===== src/rtl/rram_pkg.sv =====
// Shared types and default sizes for the RRAM array controller slice.
package rram_pkg;

    localparam int WORDS_DEF  = 32;
    localparam int ADDR_W_DEF = 5;
    localparam int FORM_W_DEF = 13;

    // Sequencer states
    typedef enum logic [2:0] {
        S_IDLE  = 3'd0,
        S_WRITE = 3'd1,
        S_READ  = 3'd2,
        S_FORM  = 3'd3,
        S_DONE  = 3'd4
    } state_e;

    // Operation currently owned by the sequencer
    typedef enum logic [1:0] {
        OP_NONE  = 2'd0,
        OP_WRITE = 2'd1,
        OP_READ  = 2'd2,
        OP_FORM  = 2'd3
    } op_e;

endpackage


===== src/rtl/rram_wrap_counter.sv =====
// Load/step counter that wraps N-1 -> 0 by explicit compare, so it works
// for any N, including non-power-of-2 values.
module rram_wrap_counter
    import rram_pkg::*;
#(
    parameter int             N       = WORDS_DEF,
    parameter int             W       = ADDR_W_DEF,
    parameter logic [W-1:0]   RST_VAL = '0
) (
    input  logic         clk,
    input  logic         rst,
    input  logic         load,
    input  logic [W-1:0] load_val,
    input  logic         step,
    output logic [W-1:0] count
);

    localparam logic [W-1:0] LAST = W'(N - 1);

    logic [W-1:0] count_q;
    logic [W-1:0] count_d;

    // Next count: load beats step, step wraps at N-1
    always_comb begin
        // NOTE: default-assign first so no path leaves count_d unassigned (no latch).
        count_d = count_q;
        if (load) begin
            count_d = load_val;
        end else if (step) begin
            count_d = (count_q == LAST) ? '0 : count_q + W'(1);
        end
    end

    // Count register
    always_ff @(posedge clk or posedge rst) begin
        if (rst) begin
            count_q <= RST_VAL;
        end else begin
            count_q <= count_d;
        end
    end

    assign count = count_q;

endmodule


===== src/rtl/rram_seq_counter.sv =====
// Operation sequencer for the RRAM array controller: runs write/read bursts
// and forming pulses on request from control, and keeps the data_register
// readout address for the external read port.
module rram_seq_counter
    import rram_pkg::*;
#(
    parameter int WORDS  = WORDS_DEF,
    parameter int ADDR_W = ADDR_W_DEF,
    parameter int FORM_W = FORM_W_DEF
) (
    input  logic              clk,
    input  logic              rst,
    input  logic              en,
    input  logic              we,
    input  logic              re,
    input  logic              forming,
    input  logic [FORM_W-1:0] form_len,
    input  logic              rd_start,
    input  logic              rd_step,
    output logic [ADDR_W-1:0] cache_add,
    output logic [ADDR_W-1:0] register_add,
    output logic              write_count_flag,
    output logic              cache_count_flag,
    output logic              forming_count_flag,
    output logic              mode_err,
    output logic              busy
);

    localparam logic [ADDR_W-1:0] LAST = ADDR_W'(WORDS - 1);

    state_e            state_q, state_d;
    op_e               op_q, op_d;
    logic [FORM_W-1:0] form_len_q, form_len_d;
    logic [FORM_W-1:0] form_cnt_q, form_cnt_d;
    logic              wflag_q, wflag_d;
    logic              cflag_q, cflag_d;
    logic              fflag_q, fflag_d;
    logic              mode_err_q, mode_err_d;

    logic              multi_req;
    logic              active_req;
    logic              cache_step;
    logic              cache_load;
    logic [ADDR_W-1:0] cache_load_val;

    assign multi_req = ({1'b0, we} + {1'b0, re} + {1'b0, forming}) > 2'd1;

    // Request line belonging to the operation in progress
    always_comb begin
        active_req = 1'b0;
        case (op_q)
            OP_WRITE: active_req = we;
            OP_READ:  active_req = re;
            OP_FORM:  active_req = forming;
            default:  active_req = 1'b0;
        endcase
    end

    // Next-state, forming counter, flags and sticky error
    always_comb begin
        state_d    = state_q;
        op_d       = op_q;
        form_len_d = form_len_q;
        form_cnt_d = form_cnt_q;
        mode_err_d = mode_err_q | multi_req;

        case (state_q)
            S_IDLE: begin
                form_cnt_d = '0;
                if (forming) begin
                    state_d    = S_FORM;
                    op_d       = OP_FORM;
                    form_len_d = (form_len == '0) ? FORM_W'(1) : form_len;
                end else if (we) begin
                    state_d = S_WRITE;
                    op_d    = OP_WRITE;
                end else if (re) begin
                    state_d = S_READ;
                    op_d    = OP_READ;
                end
            end
            S_WRITE, S_READ: begin
                if (!active_req) begin
                    state_d = S_IDLE;
                    op_d    = OP_NONE;
                end else if (cache_add == LAST) begin
                    state_d = S_DONE;
                end
            end
            S_FORM: begin
                if (!active_req) begin
                    state_d    = S_IDLE;
                    op_d       = OP_NONE;
                    form_cnt_d = '0;
                end else if (form_cnt_q == form_len_q - FORM_W'(1)) begin
                    state_d = S_DONE;
                end else begin
                    form_cnt_d = form_cnt_q + FORM_W'(1);
                end
            end
            S_DONE: begin
                if (!active_req) begin
                    state_d    = S_IDLE;
                    op_d       = OP_NONE;
                    form_cnt_d = '0;
                end
            end
            default: begin
                state_d = S_IDLE;
                op_d    = OP_NONE;
            end
        endcase

        if (!en) begin
            state_d    = S_IDLE;
            op_d       = OP_NONE;
            form_cnt_d = '0;
            mode_err_d = 1'b0;
        end

        wflag_d = (state_d == S_DONE) && (op_d == OP_WRITE);
        cflag_d = (state_d == S_DONE) && (op_d == OP_READ);
        fflag_d = (state_d == S_DONE) && (op_d == OP_FORM);
    end

    // Burst address: step while a burst continues, otherwise park at 0 or WORDS-1 in DONE
    always_comb begin
        cache_step     = en && (state_q == S_WRITE || state_q == S_READ) && (state_d == state_q);
        cache_load     = !cache_step;
        cache_load_val = (state_d == S_DONE) ? LAST : '0;
    end

    rram_wrap_counter #(
        .N       (WORDS),
        .W       (ADDR_W),
        .RST_VAL ('0)
    ) u_cache_cnt (
        .clk      (clk),
        .rst      (rst),
        .load     (cache_load),
        .load_val (cache_load_val),
        .step     (cache_step),
        .count    (cache_add)
    );

    rram_wrap_counter #(
        .N       (WORDS),
        .W       (ADDR_W),
        .RST_VAL (LAST)
    ) u_reg_cnt (
        .clk      (clk),
        .rst      (rst),
        .load     (rd_start || !en),
        .load_val (LAST),
        .step     (rd_step),
        .count    (register_add)
    );

    // Sequencer state registers
    always_ff @(posedge clk or posedge rst) begin
        if (rst) begin
            state_q    <= S_IDLE;
            op_q       <= OP_NONE;
            form_len_q <= '0;
            form_cnt_q <= '0;
            wflag_q    <= 1'b0;
            cflag_q    <= 1'b0;
            fflag_q    <= 1'b0;
            mode_err_q <= 1'b0;
        end else begin
            // NOTE: non-blocking so every register samples pre-edge values.
            state_q    <= state_d;
            op_q       <= op_d;
            form_len_q <= form_len_d;
            form_cnt_q <= form_cnt_d;
            wflag_q    <= wflag_d;
            cflag_q    <= cflag_d;
            fflag_q    <= fflag_d;
            mode_err_q <= mode_err_d;
        end
    end

    assign write_count_flag   = wflag_q;
    assign cache_count_flag   = cflag_q;
    assign forming_count_flag = fflag_q;
    assign mode_err           = mode_err_q;
    assign busy               = (state_q != S_IDLE);

endmodule

===== config.mk =====
export PLATFORM = sky130hd
export DESIGN_NAME = rram_seq_counter
export DESIGN_NICKNAME = d
export VERILOG_FILES = /design/src/rtl/rram_pkg.sv /design/src/rtl/rram_wrap_counter.sv /design/src/rtl/rram_seq_counter.sv
export SDC_FILE = /design/constraint.sdc
export NUM_CORES = 1
export LEC_CHECK = 0
export BUFFER_PORTS_ARGS = -buffer_cell sky130_fd_sc_hd__buf_2
export CAP_MARGIN = 10
export CORE_MARGIN = 10
export CORE_UTILIZATION = 29
export CTS_BUF_LIST = sky130_fd_sc_hd__clkbuf_8
export CTS_CLUSTER_DIAMETER = 150
export DETAILED_ROUTE_END_ITERATION = 12
export PLACE_DENSITY = 0.43
export SYNTH_ARGS = -nofsm -noshare
export SYNTH_HDL_FRONTEND = slang
export SYNTH_SLANG_ARGS = --single-unit

===== constraint.sdc =====
create_clock -name clk -period 4 [get_ports clk]
set_input_delay 0 -clock clk [delete_from_list [all_inputs] [get_ports clk]]
set_output_delay 0 -clock clk [all_outputs]
set_load 0.02 [all_outputs]

==> results of run 1 <==
-- cells in the final DEF, fill, tap and decap left out, types with 3 or more instances in the layout --
master	count
a31oi_1	3
ha_1	7
a21oi_1	21
inv_1	13
o21ai_0	18
nor2b_1	4
o221ai_1	3
xor2_1	7
buf_2	35
nor3b_1	3
nand4_1	4
nor3_1	4
nand2_1	27
a32o_1	3
dlygate4sd3_1	17
xnor2_1	9
clkbuf_8	6
o21a_1	3
or3_1	3
or2_2	4
mux2i_1	8
mux2_2	12
o211ai_1	5
nor2_1	32
and3_1	14
dfstp_2	5
dfrtp_1	40
a21o_1	5
nand3_1	22
nor4_1	7
nor4b_1	3
-- how the worst min path moves through the flow --
stage	cells after the start	slack, ns	endpoint	start
floorplan	2	0.12	form_len_q[1]	form_len[1]
global placement	3	0.24	form_len_q[1]	form_len[1]
detailed placement	3	0.25	form_len_q[1]	form_len[1]
CTS	3	0.04	mode_err	re
global route	3	0.08	mode_err	re
finish	3	0.04	mode_err	re
-- state kept, by name, summed over array words and instances (netlist names) --
| register | flops |
|---|---|
| forming_count_flag | 1 |
| mode_err | 1 |
| cache_count_flag | 1 |
| write_count_flag | 1 |
| u_reg_cnt.count | 5 |
| state_q | 3 |
| u_cache_cnt.count | 5 |
| form_cnt_q | 13 |
| op_q | 2 |
| form_len_q | 13 |
-- cell type report --
class                   instances  area (um^2)  share of cell area
clock buffers                   6         82.6              0.0239
repair buffers                 52          345               0.100
well taps                     133          166              0.0482
clock inverters                 2         33.8             0.00979
inverters                      13         48.8              0.0141
multi-input cells             252         1640               0.476
flip-flops and latches         45         1130               0.328
-- metrics by stage --
| step | area [um^2] | instances | util |
|---|---|---|---|
| after floorplan | 2880 | 324 | - |
| after global placement | 3160 | 478 | 0.325 |
| after detailed placement | 3160 | 478 | 0.325 |
| after CTS | 3450 | 503 | 0.355 |
| after global routing | 3450 | 503 | 0.355 |
| final | 3450 | 503 | 0.355 |
-- cells by family (layout without fill, tap and decap cells) --
group / count (synthesis) / count (layout) / share of synthesized area
adder cells (fa/ha/maj): 7 / 7 / 0.0304
AO/OA/AOI/OAI: 72 / 72 / 0.167
multiplexers: 21 / 21 / 0.0798
AND/OR/NAND/NOR: 136 / 136 / 0.244
flip-flops: 45 / 45 / 0.393
XOR/XNOR: 16 / 16 / 0.0486
buffers and inverters: 27 / 73 / 0.0382
-- synthesized netlist by cell type (all sizes together) (2+ instances only) --
library cell | n | area share
clkbuf | 12 | 0.016
o211ai | 5 | 0.013
a211oi | 3 | 0.012
nor2b | 4 | 0.0087
or4 | 2 | 0.0078
buf | 2 | 0.0056
nand3 | 22 | 0.038
nand2 | 27 | 0.035
and3 | 14 | 0.030
nor4 | 7 | 0.015
nor4b | 3 | 0.0091
xor2 | 7 | 0.021
a21oi | 21 | 0.036
o221ai | 3 | 0.0091
dfrtp | 40 | 0.35
nor3 | 4 | 0.0069
nor2 | 32 | 0.042
a32o | 3 | 0.010
o21ai | 18 | 0.031
a21o | 5 | 0.013
or3 | 3 | 0.0065
ha | 7 | 0.030
dfstp | 5 | 0.046
o21a | 3 | 0.0078
mux2i | 8 | 0.028
a31oi | 3 | 0.0065
nor3b | 3 | 0.0078
inv | 13 | 0.017
and2 | 2 | 0.0043
nand4 | 4 | 0.0087
xnor2 | 9 | 0.027
mux2 | 13 | 0.052
or2 | 4 | 0.0087
-- metal layers --
layer / wire [um] / GRT usage
met4: 102 / 0.0317
met5: 0 / 0
met1: 3820 / 0.153
met3: 188 / 0.0178
met2: 3730 / 0.177
-- critical path, cell delays in order (launching register included) --
cell and delay [ns]:
dfrtp_1 0.47, inv_1 0.09, ha_1 0.29, nand2b_1 0.19, or2_2 0.33, or4_4 0.53
a211oi_4 0.30, a41oi_2 0.21, a21o_1 0.30, mux2_4 0.31
-- power by group --
| part | leakage [nW] | internal, W | switching, W |
|---|---|---|---|
| clock | 0.0626 | 0.000201 | 0.000160 |
| combinational | 0.896 | 0.000148 | 0.000183 |
| sequential | 0.576 | 0.000499 | 0.0000686 |
| total | 1.54 | 0.000849 | 0.000412 |
==> run metrics, run 1 <==
Wirelength per Cell 15.6 um; Fillers 1,054; clock buffer depth 2; hold_ws 0.0381 ns; DP HPWL 5.72 mm; Yosys warning total 0; CP Max Fanout 8; Critical Path Start Type register; DR vias 2,516; average cell area after synthesis 8.90 um^2; Tmin final 3.13 ns; RSZ-0062 raised after global routing false; R2R depth 9; period utilisation layout 0.782; Top FF cell, synth dfrtp_1; final setup TNS 0 ns; ANT cells 0; Worst-Margin Slew 0.978 ns; largest net degree at the start of global routing 46; synth unique cells 49; crit path from form_len_q[0]; status finished clean; FF+latch count, synth 45; required arrival time at the worst endpoint 4.19 ns; clock sink total 45; # hold bufs at CTS 17; Final ANT Viol Nets 0; vias per inst 5.00; GRT Resource Usage Total 0.112; vias in the first global route 2,491; Lkg Pwr 1.54 nW; P&R area growth vs syn 19.7%; fmax 0.320 GHz; max-slew violations 0; Initial DRC Count 94; Crit Path Class reg -> reg; dpl ws 0.907 ns; CTS buffer count 5; Die ar. 14,300 um^2; first-pass GRT wire length 13.3 mm; H-tree levels 2; min-delay worst type in -> reg; post-CTS resize count 0; # nets final 397; core area 9730 um^2; buffer count from post-CTS setup fixing 0; residual DRC count 0; crit path DAT 3.32 ns; gpl congestion 0.789; Ports 36; initial antenna violation count 0; FF-to-FF End form_cnt_q[0]; router iterations before antenna repair 4; layout cells sized above 1 0.192; clock-pin transition on the worst setup and hold timing paths 0.09 ns; Final Skew 0.00654 ns; syn_nets 352; Root Buffer clkbuf_8; critical path endpoint form_cnt_q[0]; CP Capture Type register; Max transition margin 0.347; CTS tree built; Setup WS post-layout 0.871 ns; Overflow after GRT 0; Final Setup Violations 0; num rows 36; synthesized cell area 2880 um^2; VDD IR max 0.122 mV; cells after synthesis 324; Final Hold Vio Count 0; I/O Buffers 35; Total Power 0.00126 W; Die X 120 um; Post-synth EDFFs 0; max cap viols 0; Initial Util 0.296; clk_lat worst skew 0.30 ns; Die Height 120 um; PwrDens 365 nW/um^2; Seq/Total Area, Yosys 0.393; internal reg-to-reg setup slack 0.87 ns; fraction of registers with async set/reset 1.00; origin of the critical flop-to-flop path form_len_q[0]; detailed-route wire length 7.84 mm
Power figures use the tool's default switching activity.
==> run 2: changes to the inputs <==
clock period = 3.3 ns   (was 4 ns; I/O delays follow)
==> run 2 against run 1 <==
  * Worst hold slack improved by 0.011 ns
  * Core utilization increased by 0.39 points
  * Global-route usage decreased by 0.64 points
  * Power increased by 22%
  * Combinational power increased by 27%
  * Clock power increased by 23%
  * Final area increased by 1.1%
  * Via count increased by 1.2%
  * Highest routed layer unchanged
==> run metrics, run 2 (synthesized netlist as in run 1, its figures left out) <==
status finished clean; RSZ-0062 raised after global routing false; clock-pin transition on the worst setup and hold timing paths 0.10 ns (about the same); Die ar. 14,300 um^2 (unchanged); P&R area growth vs syn 21.0%; Final Setup Violations 0 (unchanged); CTS buffer count 5 (unchanged); I/O Buffers 35 (unchanged); DR vias 2,545 (+1.2%); Fillers 1,054 (unchanged); GRT Resource Usage Total 0.105 (-0.00642); # nets final 402 (+1.3%); Final ANT Viol Nets 0 (unchanged); PwrDens 442 nW/um^2 (+21%); clock sink total 45 (unchanged); Final Hold Vio Count 0 (unchanged); crit path cell chain inv_1, ha_1, nand2b_1, or2_2, or4_4, a211oi_4, a41oi_2, a21o_1, mux2_4; Overflow after GRT 0 (unchanged); Seq pwr share 0.440 (-0.010); Max transition margin 0.345 (-0.00227); commonest non-fill, non-tap cell in the layout dfrtp_1; Worst-Margin Slew 0.981 ns (+0.00340 ns); most frequent cells in the layout dfrtp_1 (40), buf_2 (35), nor2_1 (32); ANT cells 0 (unchanged); max-slew violations 0 (unchanged); Die Height 120 um (unchanged); Combinational Power Share 0.273 (+0.010); Worst path slowest cell or4_4; layout cells sized above 1 0.203 (+0.0108); gpl congestion 0.795 (+0.81%); period utilisation layout 0.895 (+0.113); core area 9730 um^2 (unchanged); Largest regs form_cnt_q (13), form_len_q (13); internal power 0.00104 W (+23%); CP peak stage delay 0.53 ns (about the same); router iterations before antenna repair 4 (unchanged); clk_lat worst skew 0.30 ns (about the same); Ports 36 (unchanged); Crit Path Class reg -> reg; largest net degree at the start of global routing 46 (unchanged); Post-DP Area 3200 um^2 (+1.2%); Wirelength per Cell 15.0 um (-3.7%); fmax 0.338 GHz (+5.9%); Tmin final 2.96 ns (-0.174 ns); vias in the first global route 2,447 (-1.8%); detailed-route wire length 7.62 mm (-2.8%); Die X 120 um (unchanged); Lkg Pwr 1.56 nW (+1.7%); H-tree levels 2 (unchanged); Final Skew 0.0132 ns (+0.00671 ns); residual DRC count 0 (unchanged); first-pass GRT wire length 12.7 mm (-4.9%); Initial Util 0.296 (unchanged); Root Buffer clkbuf_8; hold_ws 0.0491 ns (+0.0109 ns); crit path DAT 3.13 ns (-0.19 ns); Critical Path Start Type register; Non-Filler Cell Area, Final 3490 um^2 (+1.1%); switching share of power 0.324 (-0.00246); post-CTS resize count 0 (unchanged); min-delay worst type in -> reg; final setup TNS 0 ns (unchanged); sw power 0.000500 W (+21%); CP Max Fanout 8 (unchanged); num rows 36 (unchanged); clock buffer depth 2 (unchanged); vias per inst 5.01 (+0.16%); CTS tree built; CP Capture Type register; DP HPWL 5.57 mm (-2.6%); max cap viols 0 (unchanged); Initial DRC Count 153 (+63%); required arrival time at the worst endpoint 3.48 ns (-0.71 ns); clock power share 0.287 (about the same); fin util 0.359 (+0.00386); initial antenna violation count 0 (unchanged); VDD IR max 0.159 mV (+31%)
[run 2: through the flow]
step	worst slack, ns	power [W]	instances
final	0.345	0.00154	508
after global placement	0.427	0.00110	483
after floorplan	0.385	0.000985	324
after global routing	0.177	0.00165	508
after CTS	0.370	0.00157	508
after detailed placement	0.386	0.00110	483
[run 2: final timing paths]
| kind | slack (ns) | endpoint | cells past startpoint | start |
|---|---|---|---|---|
| worst max-delay path | 0.34 | form_cnt_q[0] | 9 | form_len_q[0] |
| worst min-delay path | 0.05 | mode_err | 3 | re |
| worst max register to register | 0.34 | form_cnt_q[0] | 9 | form_len_q[0] |
| worst min register to register | 0.51 | mode_err | 2 | mode_err |
| max in group asynchronous | 2.21 | form_cnt_q[0] | 3 | rst |
| min in group asynchronous | 0.48 | form_cnt_q[6] | 3 | rst |
[run 2: power groups by stage]
stage / combinational, W / clock, W / sequential [W]
6_report: 0.000421 / 0.000443 / 0.000679
5_1_grt: 0.000470 / 0.000488 / 0.000691
3_5_place_dp: 0.000406 / 0 / 0.000692
4_1_cts: 0.000425 / 0.000463 / 0.000681
2_1_floorplan: 0.000318 / 0 / 0.000667
3_3_place_gp: 0.000411 / 0 / 0.000691
[run 2: final cells by class]
| type | count | area, um^2 | area share |
|---|---|---|---|
| inverters | 13 | 48.8 | 0.0140 |
| clock inverters | 2 | 33.8 | 0.00968 |
| repair buffers | 57 | 383 | 0.110 |
| clock buffers | 6 | 82.6 | 0.0237 |
| well taps | 133 | 166 | 0.0477 |
| multi-input cells | 252 | 1640 | 0.471 |
| flip-flops and latches | 45 | 1130 | 0.325 |
[run 2: repair_timing]
item                       4_1_cts  5_1_grt
setup buffers                    0        0
setup endpoints to repair        0        0
hold endpoints to repair        60        0
hold buffers                    17        0
[run 2: worst max-delay path, delay by kind of cell, from the launching register on]
kind	cells	cell delay, ns
AOI/OAI and AO/OA	3	0.81
adders and majority gates	1	0.16
buffers and inverters	1	0.09
DFF	1	0.47
muxes	1	0.31
and+or+nand+nor	3	1.01
[run 2: per-layer routing]
metal / global-route usage / wire length (um) / vias up
met5: 0 / 0 / -
met4: 0.0234 / 43 / 0
met3: 0.0192 / 218 / 4
met2: 0.166 / 3590 / 40
met1: 0.147 / 3780 / 1222
li1: - / - / 1279
